===== config.mk =====
export PLATFORM = sky130hd
export DESIGN_NAME = down_sample_sched
export DESIGN_NICKNAME = d
export VERILOG_FILES = /design/src/rtl/down_sample_sched.sv
export SDC_FILE = /design/constraint.sdc
export NUM_CORES = 1
export LEC_CHECK = 0
export ABC_CLOCK_PERIOD_IN_PS = 6400
export BUFFER_PORTS_ARGS = -buffer_cell sky130_fd_sc_hd__clkbuf_2
export CORE_UTILIZATION = 57
export CTS_CLUSTER_SIZE = 12
export DETAILED_ROUTE_END_ITERATION = 10
export PLACE_DENSITY_LB_ADDON = 0.3
export SLEW_MARGIN = 20
export SYNTH_ARGS = -nofsm -noshare
export SYNTH_HDL_FRONTEND = slang
export SYNTH_SLANG_ARGS = --single-unit
export TNS_END_PERCENT = 50

===== constraint.sdc =====
create_clock -name clk -period 6.4 [get_ports clk]
set_input_delay 1.28 -clock clk [delete_from_list [all_inputs] [get_ports clk]]
set_output_delay 1.28 -clock clk [all_outputs]
set_load 0.01 [all_outputs]

===== src/rtl/down_sample_sched.sv =====
// -----------------------------------------------------------------------------
// down_sample_sched
//
// Shares one down_sample decimator between NCH ADC channels. Each input-rate
// strobe (en) snapshots every channel sample; the snapshot is then issued to
// the decimator one channel per clk in ascending channel order, tagged with
// its channel index. Decimator results come back a fixed LAT cycles later.
// They are re-tagged from a delay line of the issued channel numbers and
// queued in an output FIFO that the consumer drains with valid/ready.
//
// Parameters
//   W    sample width (signed two's complement, passed through bit-exact)
//   NCH  channel count (>= 2)
//   LAT  decimator latency ds_en -> ds_valid in clk cycles (>= 1)
//   FD   output FIFO depth (power of 2, >= 2)
//
// Ports
//   clk        system clock
//   rst        synchronous active-high reset
//   en         input-rate strobe, one-cycle pulse
//   in_data    NCH packed samples, channel k = in_data[k*W +: W]
//   ds_en      issue strobe to the decimator (registered)
//   ds_ch      channel/context select, valid while ds_en = 1
//   ds_in      sample to the decimator, valid while ds_en = 1
//   ds_valid   decimator result strobe, LAT cycles after the matching ds_en
//   ds_out     decimator result
//   out_valid  FIFO holds at least one entry
//   out_ready  consumer accepts the head entry
//   out_ch     channel tag of the head entry
//   out_data   data of the head entry
//   miss       sticky: en arrived while a burst was still being issued
//   ovr        sticky: a result was dropped because the FIFO was full
//   clr        clears miss and ovr (a same-cycle set wins)
//   state_dbg  current issue FSM state (0 = IDLE, 1 = ISSUE)
//
// Output handshake: an entry moves from the FIFO to the consumer on every
// rising clk edge where out_valid & out_ready are both 1. While out_valid is 1
// and out_ready is 0, out_ch/out_data stay unchanged. out_valid never depends
// combinationally on out_ready.
// -----------------------------------------------------------------------------
module down_sample_sched #(
    parameter int W   = 24,
    parameter int NCH = 4,
    parameter int LAT = 3,
    parameter int FD  = 8,
    localparam int CHW = $clog2(NCH)
) (
    input  logic               clk,
    input  logic               rst,
    input  logic               en,
    input  logic [NCH*W-1:0]   in_data,
    output logic               ds_en,
    output logic [CHW-1:0]     ds_ch,
    output logic [W-1:0]       ds_in,
    input  logic               ds_valid,
    input  logic [W-1:0]       ds_out,
    output logic               out_valid,
    input  logic               out_ready,
    output logic [CHW-1:0]     out_ch,
    output logic [W-1:0]       out_data,
    output logic               miss,
    output logic               ovr,
    input  logic               clr,
    output logic               state_dbg
);

    localparam int AW = $clog2(FD);
    localparam int PW = AW + 1;

    // -------------------------------------------------------------------------
    // Issue FSM
    // -------------------------------------------------------------------------
    typedef enum logic {
        IDLE  = 1'b0,
        ISSUE = 1'b1
    } state_t;

    state_t         state;
    state_t         state_nxt;
    logic [CHW-1:0] idx;
    logic [CHW-1:0] idx_nxt;
    logic [W-1:0]   snap [NCH];
    logic           last_issue;
    logic           capture;
    logic           issue_nxt;
    logic [W-1:0]   sample_nxt;
    logic           miss_set;

    // idx always names the channel currently presented on ds_ch while in ISSUE.
    assign last_issue = (idx == CHW'(NCH - 1));
    assign state_dbg  = state;

    always_comb begin
        state_nxt  = state;
        idx_nxt    = idx;
        capture    = 1'b0;
        issue_nxt  = 1'b0;
        sample_nxt = '0;
        miss_set   = 1'b0;
        case (state)
            IDLE: begin
                if (en) begin
                    // Channel 0 goes out straight from in_data so it appears
                    // on the cycle right after the capture edge.
                    capture    = 1'b1;
                    state_nxt  = ISSUE;
                    idx_nxt    = '0;
                    issue_nxt  = 1'b1;
                    sample_nxt = in_data[W-1:0];
                end
            end
            ISSUE: begin
                // A strobe that lands on any issue cycle, including the last,
                // is not captured and does not restart the burst.
                if (en) begin
                    miss_set = 1'b1;
                end
                if (last_issue) begin
                    state_nxt = IDLE;
                    idx_nxt   = '0;
                end else begin
                    idx_nxt    = idx + 1'b1;
                    issue_nxt  = 1'b1;
                    sample_nxt = snap[idx_nxt];
                end
            end
            default: begin
                state_nxt = IDLE;
                idx_nxt   = '0;
            end
        endcase
    end

    always_ff @(posedge clk) begin
        if (rst) begin
            state <= IDLE;
            idx   <= '0;
            ds_en <= 1'b0;
            ds_ch <= '0;
            ds_in <= '0;
        end else begin
            state <= state_nxt;
            idx   <= idx_nxt;
            ds_en <= issue_nxt;
            ds_ch <= issue_nxt ? idx_nxt : '0;
            ds_in <= sample_nxt;
        end
    end

    // Snapshot holds the samples for the whole burst so in_data may change
    // freely after the capture edge.
    always_ff @(posedge clk) begin
        if (capture) begin
            for (int k = 0; k < NCH; k++) begin
                snap[k] <= in_data[k*W +: W];
            end
        end
    end

    // -------------------------------------------------------------------------
    // Tag pipe: delays {ds_en, ds_ch} by LAT cycles so the last stage lines up
    // with the decimator result that belongs to it.
    // -------------------------------------------------------------------------
    logic           tag_v  [LAT];
    logic [CHW-1:0] tag_ch [LAT];

    always_ff @(posedge clk) begin
        if (rst) begin
            for (int i = 0; i < LAT; i++) begin
                tag_v[i]  <= 1'b0;
                tag_ch[i] <= '0;
            end
        end else begin
            tag_v[0]  <= ds_en;
            tag_ch[0] <= ds_ch;
            for (int i = 1; i < LAT; i++) begin
                tag_v[i]  <= tag_v[i-1];
                tag_ch[i] <= tag_ch[i-1];
            end
        end
    end

    // -------------------------------------------------------------------------
    // Output FIFO. Pointers carry one extra wrap bit: equal pointers mean
    // empty, equal low bits with differing wrap bits mean full.
    // -------------------------------------------------------------------------
    logic [PW-1:0]      wr_ptr;
    logic [PW-1:0]      rd_ptr;
    logic [CHW+W-1:0]   mem [FD];
    logic [CHW+W-1:0]   head;
    logic               empty;
    logic               full;
    logic               push_req;
    logic               push;
    logic               pop;
    logic               drop;

    assign empty = (wr_ptr == rd_ptr);
    assign full  = (wr_ptr[AW] != rd_ptr[AW]) &&
                   (wr_ptr[AW-1:0] == rd_ptr[AW-1:0]);

    // A result without a matching issue LAT cycles earlier is ignored.
    assign push_req = ds_valid & tag_v[LAT-1];
    assign pop      = ~empty & out_ready;
    // When full, a same-cycle pop frees the head slot, which is exactly the
    // slot the write lands in, so the write can still be accepted.
    assign push     = push_req & (~full | pop);
    assign drop     = push_req & full & ~pop;

    always_ff @(posedge clk) begin
        if (rst) begin
            wr_ptr <= '0;
            rd_ptr <= '0;
        end else begin
            if (push) begin
                wr_ptr <= wr_ptr + 1'b1;
            end
            if (pop) begin
                rd_ptr <= rd_ptr + 1'b1;
            end
        end
    end

    always_ff @(posedge clk) begin
        if (push && !rst) begin
            mem[wr_ptr[AW-1:0]] <= {tag_ch[LAT-1], ds_out};
        end
    end

    // Head is read from storage, so a write shows up one cycle later and the
    // head cannot change while it is not being popped. Outputs read as zero
    // when empty so nothing undefined leaves the block.
    assign head      = mem[rd_ptr[AW-1:0]];
    assign out_valid = ~empty;
    assign out_ch    = empty ? '0 : head[CHW+W-1:W];
    assign out_data  = empty ? '0 : head[W-1:0];

    // -------------------------------------------------------------------------
    // Sticky status flags: a set in the same cycle as clr takes priority.
    // -------------------------------------------------------------------------
    always_ff @(posedge clk) begin
        if (rst) begin
            miss <= 1'b0;
            ovr  <= 1'b0;
        end else begin
            if (miss_set) begin
                miss <= 1'b1;
            end else if (clr) begin
                miss <= 1'b0;
            end
            if (drop) begin
                ovr <= 1'b1;
            end else if (clr) begin
                ovr <= 1'b0;
            end
        end
    end

endmodule


**Word level (Yosys, flattened, before mapping)**

Memory sizes are Yosys's and may differ from the RTL's. A register that Yosys moved wholly into a read port is not among the register bits.
Cells that the tools add are included.

- Add/subtract/negate cells: 3
- Eq/ne operators: 4
- Mux-type cells: 31
- Bitwise operators: 17
- Reductions and logical operators: 6

Operator list:

| cell | number |
|---|---|
| 2-to-1 mux 24 bit | 3 |
| one-hot mux 24 bit (2 select lines) | 1 |
| 2-to-1 mux 1 bit | 17 |
| 2-to-1 mux 2 bit | 6 |
| adder 4 x 1 -> 4 bit (second input constant) | 2 |
| bitwise OR 1 bit | 7 |
| 2-to-1 mux 3 bit | 2 |
| bitwise AND 1 bit | 5 |
| inverter 1 bit | 5 |
| == test 4 bit | 1 |
| one-hot mux 2 bit (2 select lines) | 1 |
| nonzero test 2 bit | 2 |
| == test 3 bit | 1 |
| adder 2 x 1 -> 2 bit (second input constant) | 1 |
| == test 2 bit (second input constant) | 1 |
| logical AND 1 bit | 2 |
| one-hot mux 1 bit (2 select lines) | 1 |
| OR reduction 2 bit | 1 |
| logical NOT 1 bit | 1 |
| != test 1 bit | 1 |

- Flip-flop bits (word level): 39
- RAM bits: 313
- Bits of input ports: 126
- Output and inout bits: 57
- Word-level logic and storage cells: 73
- Memories: 4

Memory list:

| memory | depth | bits a word | read ports | clocked after Yosys merged registers in | wr ports | line | RTL |
|---|---|---|---|---|---|---|---|
| mem | 8 | 26 | 1 | 1 | 1 | 189 | `logic [CHW+W-1:0] mem [FD];` |
| snap | 4 | 24 | 1 | 0 | 4 | 82 | `logic [W-1:0] snap [NCH];` |
| tag_ch | 3 | 2 | 3 | 0 | 3 | 165 | `logic [CHW-1:0] tag_ch [LAT];` |
| tag_v | 3 | 1 | 3 | 0 | 3 | 164 | `logic tag_v [LAT];` |

**Logic depth before layout (Yosys ltp)**

- Word-level depth: 8
- Mapped depth: 7
- Gate-level depth less buffers: 4

**Least setup slack after synthesis**

OpenSTA, ideal clock, no wires.

- Path type: input-to-reg
- Start: input port en
- End: register ds_in[0]
- Setup time: 0.078 ns
- Data arrival time: 4.963 ns
- Required time: 6.322 ns
- Setup slack: 1.359 ns
- Stages on the path: 5
- Path buffers: 2
- Cells stage by stage: nor2b_1 clkbuf_1 clkbuf_1 a22oi_1 nor2_1

- Cells in the longest elaborated chain, start to end: 2

Ends and longest elaborated chain:

| item | line | RTL |
|---|---|---|
| start, declared | 50 | `input logic en,` |
| 2-to-1 mux 24 bit | 102 | `if (en) begin` |
| one-hot mux 24 bit (2 select lines) | 100 | `case (state)` |
| end signal, assigned | 146 | `ds_in <= sample_nxt;` |
| end, declared | 54 | `output logic [W-1:0] ds_in,` |

Every way passes these cells.
A chain may end at the register's enable or synchronous reset.

==> reports/results.txt <==
Area contributors post-synth: edfxtp_1 69%, mux4_2 13%, dfxtp_1 7.7%
Crit path DAT: 2.56 ns
CTS sink count: 355
Area Overhead vs Synth: 17.7%
RSZ-0062 raised after global routing: no
Mapped Area: 13300 um^2
Pwr dens: 305 nW/um^2
1st-iter DRT viols: 444
Setup TNS: 0 ns
Most common cell in the synthesized netlist: edfxtp_1
Die H: 155 um
Critical path depth: 5
Number of global-route vias before repair: 7197
VDD IR max: 0.000287 V
Sequential element share of the synthesized area: 76.4%
Final Skew: 0.0250 ns
Layout cells sized above 1: 37.9%
DIE AREA: 23900 um^2
Drt wl/cell: 21.2 um
CTS resizes: 0
Slowest CP cell: dfxtp_4
CP delay by family, top: flip-flops
Fmax: 261 MHz
Yosys warns: 0
Syn Area/Cell: 20.0 um^2
Mapped Cells: 665
WL final: 24900 um
HP Class: reg -> reg
# hold bufs at CTS: 0
Hold depth: 1
Starting Density: 58.5%
CTS clk-pin slew, worst paths: 0.05 ns
Num rows: 55
Synth Net Count: 794
Number of cells in the design after placement: 1104
Unique cell type count in the Yosys netlist: 43
Die width: 155 um
Register bit total from synthesis: 355
Slew headroom: 30.3%
Max incr delay on CP: 0.80 ns
Pin count of the biggest net entering global routing: 83
Gpl congestion: 0.775
CP max FO: 32
Nets@finish: 988
Slew @ Worst Pin: 1.05 ns
Critical Path RT: 5.12 ns
Avg Vias per Cell: 5.84
Ys flop type: edfxtp_1
Period minus WS final: 3.84 ns
Clock tree buffer depth: 3
GRT Residual Overflow: 0
Crit. End Element: primary output
Fin crit share: 59.9%
Reg2Reg Depth: 4
Post-CTS setup buffers: 0
DR DRC count: 0
Outcome: completed
Synth top area share: 68.7%
H-tree depth: 2
Max-slew violation count: 0
Final cell count without fillers: 1173
Fillers: 1466
Post-route ant nets: 0
Worst-path cell chain: buf_12 -> mux4_2 -> mux2i_1 -> nor2_1 -> clkbuf_2
Post-DP HPWL: 14400 um
I/O Buffers: 182
CTS tree: built
Core Area: 22700 um^2
# IOs: 183
Total GRT Usage: 21.7%
Initial antenna violation count: 1
CP Buf/Inv Count: 2
Initial DRT Pass Iterations: 5
Crit Path Class: reg -> out
Final-report hold violation count: 0
TritonCTS buffer count: 37
Most instantiated cells after synthesis: 304 x edfxtp_1, 76 x mux4_2, 65 x nor2_1
Root Buffer: clkbuf_16
Crit path launch type: flop
Post-synth ARST share: 0%
Leakage: 0.00542 uW
Clock Latency Late Sink: 0.51 ns
Max cap viols: 0
Final setup violation count: 0
Via Count: 6849
Yosys top cell by area: edfxtp_1
Post-synth EDFFs: 304
First-pass GRT wire length: 38800 um
-- cell usage in the layout, fill, tap and decap left out, types with 3 or more instances in the layout --
master / instances
edfxtp_1: 304
clkbuf_2: 182
mux4_2: 76
nor2_1: 62
dfxtp_1: 47
clkbuf_16: 39
mux2i_1: 28
a22oi_1: 26
clkbuf_1: 23
buf_4: 12
nand2_1: 9
nor2b_1: 9
inv_1: 6
xor2_1: 4
nor2_2: 4
nor3_2: 4
nand3_1: 4
a21oi_1: 4
nor3_1: 3
or3_1: 3
dfxtp_2: 3
-- cell type report --
cell class	count	area (um^2)	share of cell area [%]
flip-flops and latches	355	10200	65.0
multi-input cells	264	2970	19.0
clock buffers	62	1060	6.80
repair buffers	195	1020	6.53
well taps	285	357	2.28
clock inverters	5	37.5	0.240
inverters	6	22.5	0.144
diodes	1	2.50	0.0160
-- cell families (layout without fill, tap and decap cells) --
kind of cell               Yosys count  after routing  synth area share, %
DFF                                355            355                 76.4
and+or+nand+nor                    111            111                 3.96
muxes                              104            104                 15.0
buffers and inverters               46            268                 1.61
AOI/OAI and AO/OA                   41             41                 2.33
xor gates and xnor gates             5              5                0.386
adders and majority gates            3              3                0.283
other                                0              1                    0
-- where the power goes --
part / internal [uW] / switching (uW)
Combinational: 103 / 114
Clock: 1130 / 813
Sequential: 2570 / 27.3
Total: 3810 / 954
-- flip-flops by register name, indices dropped and copies added, names as in the netlist, named ones only --
| register | count |
|---|---|
| ds_in | 24 |
| ds_ch | 2 |
| rd_ptr | 4 |
| snap | 96 |
| miss | 1 |
| state_dbg | 1 |
| ovr | 1 |
| mem | 208 |
| tag_ch | 6 |
| idx | 2 |
| wr_ptr | 4 |
| tag_v | 3 |
-- path summary, 6_finish.rpt --
check / slack [ns] / start / endpoint
worst min register to register: 0.44 / tag_ch[0][0] / tag_ch[0][2]
worst min-delay path: 0.44 / tag_ch[0][0] / tag_ch[0][2]
worst max register to register: 3.80 / idx[0] / ds_in[7]
worst max-delay path: 2.56 / flop / out_data[1]
-- per-layer routing --
metal | routed length (um) | global-route usage, % | vias up
met5 | 0 | 0 | -
met4 | 546 | 7.07 | 0
met3 | 1840 | 4.48 | 41
met2 | 12600 | 37.0 | 300
met1 | 9930 | 28.2 | 3443
li1 | - | - | 3065
-- per-stage QoR --
step | worst slack [ns] | hold WS (ns) | utilization [%] | area, um^2 | power [uW]
after CTS | 2.39 | 0.439 | 68.7 | 15600 | 4800
final | 2.56 | 0.437 | 68.8 | 15600 | 4760
after floorplan | 1.36 | 0.414 | - | 13300 | 2760
after global placement | 3.00 | 0.427 | 63.8 | 14500 | 2850
after global routing | 2.34 | 0.459 | 68.8 | 15600 | 4910
after detailed placement | 2.97 | 0.429 | 63.9 | 14500 | 2860
(Power assumes the default switching activity.)
